**src/rtl/lsb_stego_stream_embedder.sv**
```systemverilog
// Purpose: buffers a secret message, then streams one frame replacing the low cfg_nlsb bits of each sample with message bits.
// Latency: 1 cycle from accepted input sample to output sample (single output register).
// Backpressure: input is accepted only when the output register is empty or being drained; a stalled output holds its data.
module lsb_stego_stream_embedder #(
    parameter int WIDTH     = 500,
    parameter int HEIGHT    = 332,
    parameter int CHANNELS  = 3,
    parameter int DATA_W    = 8,
    parameter int MSG_DEPTH = 64,
    parameter int MAX_LSB   = 4
) (
    input  logic                             clk,
    input  logic                             HRESET,
    input  logic                             start,
    input  logic [2:0]                       cfg_nlsb,
    input  logic [$clog2(MSG_DEPTH+1)-1:0]   cfg_msg_len,
    input  logic                             msg_valid,
    input  logic [7:0]                       msg_data,
    output logic                             msg_ready,
    input  logic                             pix_in_valid,
    input  logic [DATA_W-1:0]                pix_in_data,
    output logic                             pix_in_ready,
    output logic                             pix_out_valid,
    output logic [DATA_W-1:0]                pix_out_data,
    output logic                             pix_out_last,
    input  logic                             pix_out_ready,
    output logic                             full_flag,
    output logic                             busy,
    output logic                             done,
    output logic                             cap_err
);

    localparam int NSAMP = WIDTH * HEIGHT * CHANNELS;
    localparam int LEN_W = $clog2(MSG_DEPTH + 1);
    localparam int AW    = (MSG_DEPTH > 1) ? $clog2(MSG_DEPTH) : 1;
    localparam int BIT_W = LEN_W + 3;
    localparam int CNT_W = $clog2(NSAMP + 1);
    localparam int MSG_W = 8 * MSG_DEPTH;

    typedef enum logic [1:0] {S_IDLE, S_LOAD, S_EMBED, S_PASS} state_t;

    state_t             state_q, state_d;
    logic [2:0]         nlsb_q;
    logic [LEN_W-1:0]   len_q;
    logic [LEN_W-1:0]   wr_ptr_q;
    logic [BIT_W-1:0]   total_bits_q;
    logic [BIT_W-1:0]   bit_ptr_q;
    logic [CNT_W-1:0]   samp_cnt_q;
    logic               out_vld_q;
    logic [DATA_W-1:0]  out_dat_q;
    logic               out_last_q;
    logic               full_q;
    logic               done_q;
    logic               cap_err_q;
    logic [7:0]         msg_buf_q [MSG_DEPTH];

    logic               cfg_ok;
    logic               msg_hs;
    logic               in_hs;
    logic               out_hs;
    logic               in_is_last;
    logic               in_open;
    logic               last_byte;
    logic               msg_end;
    logic [BIT_W-1:0]   remaining;
    logic [3:0]         eff_n;
    logic [MSG_W-1:0]   msg_flat;
    logic [DATA_W-1:0]  win;
    logic [DATA_W-1:0]  mask;
    logic [DATA_W-1:0]  emb_dat;

    // Configuration legality: lane count, message length and total bit capacity of one frame.
    always_comb begin
        cfg_ok = (cfg_nlsb != 3'd0) && (int'(cfg_nlsb) <= MAX_LSB)
              && (cfg_msg_len != '0) && (int'(cfg_msg_len) <= MSG_DEPTH)
              && ((int'(cfg_msg_len) * 8) <= (NSAMP * int'(cfg_nlsb)));
    end

    assign msg_ready     = (state_q == S_LOAD);
    assign busy          = (state_q != S_IDLE);
    assign msg_hs        = msg_valid && msg_ready;
    assign last_byte     = (wr_ptr_q == len_q - LEN_W'(1));
    assign in_open       = (samp_cnt_q != CNT_W'(NSAMP));
    assign in_is_last    = (samp_cnt_q == CNT_W'(NSAMP - 1));
    assign pix_in_ready  = ((state_q == S_EMBED) || (state_q == S_PASS)) && in_open
                        && (!out_vld_q || pix_out_ready);
    assign in_hs         = pix_in_valid && pix_in_ready;
    assign out_hs        = out_vld_q && pix_out_ready;
    assign pix_out_valid = out_vld_q;
    assign pix_out_data  = out_dat_q;
    assign pix_out_last  = out_last_q;
    assign full_flag     = full_q;
    assign done          = done_q;
    assign cap_err       = cap_err_q;

    // Bit slicer: picks the next message bits (LSB-first across bytes) and trims the final partial group.
    always_comb begin
        msg_flat = '0;
        for (int b = 0; b < MSG_DEPTH; b++) begin
            msg_flat[b*8 +: 8] = msg_buf_q[b];
        end
        remaining = total_bits_q - bit_ptr_q;
        eff_n     = 4'd0;
        if (state_q == S_EMBED) begin
            if (remaining < BIT_W'(nlsb_q)) begin
                eff_n = 4'(remaining);
            end else begin
                eff_n = {1'b0, nlsb_q};
            end
        end
        msg_end = (remaining <= BIT_W'(nlsb_q));
        win     = DATA_W'(msg_flat >> bit_ptr_q);
        mask    = '0;
        for (int i = 0; i < DATA_W; i++) begin
            mask[i] = (i < int'(eff_n));
        end
        emb_dat = (pix_in_data & ~mask) | (win & mask);
    end

    // Next-state logic; a message ending on the final sample skips PASS and leaves from EMBED.
    always_comb begin
        state_d = state_q;
        case (state_q)
            S_IDLE:  if (start && cfg_ok) state_d = S_LOAD;
            S_LOAD:  if (msg_hs && last_byte) state_d = S_EMBED;
            S_EMBED: begin
                if (out_hs && out_last_q) begin
                    state_d = S_IDLE;
                end else if (in_hs && msg_end && !in_is_last) begin
                    state_d = S_PASS;
                end
            end
            S_PASS:  if (out_hs && out_last_q) state_d = S_IDLE;
            default: state_d = S_IDLE;
        endcase
    end

    // State register.
    always_ff @(posedge clk or posedge HRESET) begin
        if (HRESET) begin
            state_q <= S_IDLE;
        end else begin
            state_q <= state_d;
        end
    end

    // Config capture, pointers, counters and status flags.
    always_ff @(posedge clk or posedge HRESET) begin
        if (HRESET) begin
            nlsb_q       <= '0;
            len_q        <= '0;
            wr_ptr_q     <= '0;
            total_bits_q <= '0;
            bit_ptr_q    <= '0;
            samp_cnt_q   <= '0;
            full_q       <= 1'b0;
            done_q       <= 1'b0;
            cap_err_q    <= 1'b0;
        end else begin
            done_q <= 1'b0;
            case (state_q)
                S_IDLE: begin
                    if (start) begin
                        if (cfg_ok) begin
                            cap_err_q    <= 1'b0;
                            nlsb_q       <= cfg_nlsb;
                            len_q        <= cfg_msg_len;
                            total_bits_q <= {cfg_msg_len, 3'b000};
                            wr_ptr_q     <= '0;
                            bit_ptr_q    <= '0;
                            samp_cnt_q   <= '0;
                        end else begin
                            cap_err_q <= 1'b1;
                        end
                    end
                end
                S_LOAD: begin
                    if (msg_hs) begin
                        wr_ptr_q <= wr_ptr_q + LEN_W'(1);
                        if (last_byte) full_q <= 1'b1;
                    end
                end
                default: begin
                    if (in_hs) begin
                        samp_cnt_q <= samp_cnt_q + CNT_W'(1);
                        bit_ptr_q  <= bit_ptr_q + BIT_W'(eff_n);
                    end
                    if (out_hs && out_last_q) begin
                        done_q <= 1'b1;
                        full_q <= 1'b0;
                    end
                end
            endcase
        end
    end

    // Message storage; contents are don't-care after reset so no reset branch.
    always_ff @(posedge clk) begin
        if (msg_hs) begin
            msg_buf_q[wr_ptr_q[AW-1:0]] <= msg_data;
        end
    end

    // Output register: loads on input handshake, empties on output handshake, holds while stalled.
    always_ff @(posedge clk or posedge HRESET) begin
        if (HRESET) begin
            out_vld_q  <= 1'b0;
            out_dat_q  <= '0;
            out_last_q <= 1'b0;
        end else if (in_hs) begin
            out_vld_q  <= 1'b1;
            out_dat_q  <= emb_dat;
            out_last_q <= in_is_last;
        end else if (out_hs) begin
            out_vld_q  <= 1'b0;
            out_last_q <= 1'b0;
        end
    end

endmodule
```
**config.mk**
```make
export PLATFORM = sky130hd
export DESIGN_NAME = lsb_stego_stream_embedder
export DESIGN_NICKNAME = d
export VERILOG_FILES = /design/src/rtl/lsb_stego_stream_embedder.sv
export SDC_FILE = /design/constraint.sdc
export NUM_CORES = 2
export LEC_CHECK = 0
export BUFFER_PORTS_ARGS = -buffer_cell sky130_fd_sc_hd__buf_4
export CAP_MARGIN = 10
export CELL_PAD_IN_SITES_DETAIL_PLACEMENT = 1
export CELL_PAD_IN_SITES_GLOBAL_PLACEMENT = 1
export CORE_ASPECT_RATIO = 1.2
export CORE_MARGIN = 4
export CORE_UTILIZATION = 56
export CTS_BUF_LIST = sky130_fd_sc_hd__clkbuf_8
export CTS_CLUSTER_DIAMETER = 50
export DETAILED_ROUTE_END_ITERATION = 10
export GPL_ROUTABILITY_DRIVEN = 0
export PLACE_DENSITY_LB_ADDON = 0.1
export SETUP_SLACK_MARGIN = 0.2
export SYNTH_ARGS = -nofsm -noshare
export SYNTH_HDL_FRONTEND = slang
export SYNTH_SLANG_ARGS = --single-unit
```
**constraint.sdc**
```tcl
create_clock -name clk -period 6.2 [get_ports clk]
set_input_delay 1.24 -clock clk [delete_from_list [all_inputs] [get_ports clk]]
set_output_delay 1.24 -clock clk [all_outputs]
set_load 0.05 [all_outputs]
```
==> impl_results.md <==
* H-Tree Depth at 3
* Core area at 72800 um2
* Drt via density at 8.23
* Synth Flop Type: edfxtp_1
* Crit Path Class: flip-flop to flip-flop
* Synth cell count leaders: 512 x edfxtp_1, 452 x mux4_2, 272 x nand2_1, 215 x mux2i_1, 200 x nor2_1
* DRT Pass-1 Iters at 9
* Total power at 18.5 mW
* Synth Cell Area at 41400 um2
* Fin. max-slew vios at 0
* Vias in the first global route at 34752
* Crit-path max FO at 59
* CTS buffer count at 98
* Post-Route WL at 168000 um
* Crit end category: flip-flop
* Worst path arrival time at 5.81 ns
* Post-route ant nets at 0
* Via count at 33773
* CTS hold repair buffers at 0
* Met1 Track Usage GR at 48.8%
* Synth area leaders: edfxtp_1 37%, mux4_2 25%, mux2i_1 5.2%
* Die width at 256 um
* Startpoint types: flip-flop
* Synth Instances at 3125
* Worst VDD drop at 0.000251 V
* FMAX at 193 MHz
* Global-route wire length before repair at 242000 um
* RSZ-0062 raised after global routing: no
* Post-route DRC at 0
* Final Hold Vio Count at 0
* Row Count at 108
* Routing usage on met3 at 15.7%
* Fin nets at 3156
* Share of cells above drive strength 1 at 26.6%
* Hold Crit Class: input port to async pin
* Leading area contributor after synthesis: edfxtp_1
* Outcome: completed
* Final period utilization at 83.6%
* DP Wirelength at 110000 um
* Largest net degree at the start of global routing at 148
* Worst reg-to-reg path cell count at 10
* GR peak layer: met2
* P&R area growth vs syn at 5.96%
* Port Buf Inserts at 47
* Root Buffer: clkbuf_8
* Clock Path Buffers at 3
* Mapped Nets at 3196
* CTS clk-pin slew, worst paths at 0.07 ns
* Number of synthesized flops with an enable pin at 512
* Asr flop ratio synth at 10.6%
* # setup viols final at 0
* Met2 Use GR at 63.7%
* DRT iter0 DRCs at 5730
* Die H at 306 um
* Post-synthesis sequential area ratio at 40.8%
* Reg2Reg Setup Slack at 1.02 ns
* Clock Sinks at 573
* GRT Total Usage at 42.1%
* CTS tree: done
* Clock Latency Late Sink at 0.80 ns
* Synth unique cells at 95
* Starting Density at 56.8%
* Rel. slew slack at 8.67%
* Post-layout min period at 5.18 ns
* Syn. warnings at 0
* Die area at 78300 um2
* Initial antenna violation count at 13
* Resized cells post-CTS at 0
* Synth Area per Inst at 13.2 um2
* Clock Skew at 0.0463 ns
* GRT overflow at 0
* Power per Cell Area at 422 nW/um2
* Max cap viols at 0
* Pleak at 14.5 nW
* Setup TNS at 0 ns
* I/O Pins at 48
* WL/cell at 40.9 um
* Worst Max-Slew Pin Slew at 1.36 ns
* Crit path required time at 6.83 ns
* #FFs+latches synth at 573
* Synth top area share at 37.1%
* Setup bufs post-CTS at 0
* Most frequent cell after synthesis: edfxtp_1
[power breakdown]
part	total (mW)	switching, mW	leakage [nW]	internal [mW]
Sequential	4.50	0.228	5.38	4.28
Combinational	10.5	6.78	8.10	3.67
Clock	3.53	1.67	1.06	1.86
[placed cells by master, fill, tap and decap left out, drive strengths merged, types with 61 or more instances in the layout]
master,count
o22ai,89
dfrtp,61
nand2,272
nor2,200
a22oi,72
mux2i,215
nand3,61
a21oi,97
clkbuf,104
edfxtp,512
mux4,468
buf,148
o21ai,96
[final timing paths]
path                                              from                     endpoint
max                           bit_ptr_q[0]$_DFFE_PP0P_  pix_out_data[0]$_DFFE_PP0P_
min                                             HRESET   samp_cnt_q[12]$_DFFE_PP0P_
max reg2reg                   bit_ptr_q[0]$_DFFE_PP0P_  pix_out_data[0]$_DFFE_PP0P_
min reg2reg                pix_out_data[3]$_DFFE_PP0P_  pix_out_data[3]$_DFFE_PP0P_
max in group asynchronous                       HRESET     bit_ptr_q[1]$_DFFE_PP0P_
min in group clk           pix_out_data[3]$_DFFE_PP0P_  pix_out_data[3]$_DFFE_PP0P_
[registers in the layout (all words and copies together), names as in the netlist]
register	cells
pix_out_data	8
state_q	2
nlsb_q	3
full_flag	1
msg_buf_q	512
bit_ptr_q	10
pix_out_valid	1
pix_out_last	1
cap_err	1
len_q	7
samp_cnt_q	19
done	1
wr_ptr_q	7
[critical path: stages (launching register included)]
cell      delay, ns
dfrtp_4        0.71
inv_4          0.12
buf_4          0.47
buf_4          0.80
mux2i_1        0.27
a222oi_1       0.92
nand2_1        0.13
nand3_1        0.21
a31oi_1        0.12
nor3_1         0.95
o21bai_1       0.21
[per-stage QoR]
stage	util, %	setup slack [ns]	std cells	area (um2)	hold WS [ns]
after floorplan	-	1.28	3125	41400	0.497
after CTS	60.2	1.38	4095	43800	0.388
after global placement	57.5	1.28	3919	41900	0.461
after global routing	60.2	0.968	4097	43800	0.403
final	60.2	1.02	4103	43900	0.399
after detailed placement	57.5	1.21	3920	41900	0.480
[final cells by class]
| class | instances | area (um2) |
|---|---|---|
| fillers | 6984 | 29000 |
| multi-input cells | 2231 | 22400 |
| flip-flops and latches | 573 | 16900 |
| clock buffers | 104 | 1430 |
| repair buffers | 148 | 1270 |
| well taps | 935 | 1170 |
| clock inverters | 71 | 541 |
| inverters | 33 | 126 |
| diodes | 8 | 20.0 |
[per-layer routing]
| metal | routed length, um | vias up |
|---|---|---|
| met1 | 53200 | 16924 |
| li1 | - | 12907 |
| met5 | 159 | - |
| met3 | 23200 | 987 |
| met2 | 74500 | 2945 |
| met4 | 16700 | 10 |
[cells by family after synthesis]
group,after synthesis,synth area share (%)
AND/OR/NAND/NOR,744,8.31
XOR/XNOR,44,0.931
adder cells (fa/ha/maj),40,1.24
buffers and inverters,321,5.21
other,1,0.00906
multiplexers,732,32.1
AO/OA/AOI/OAI,670,11.3
flip-flops,573,40.8
(Power assumes the default switching activity.)
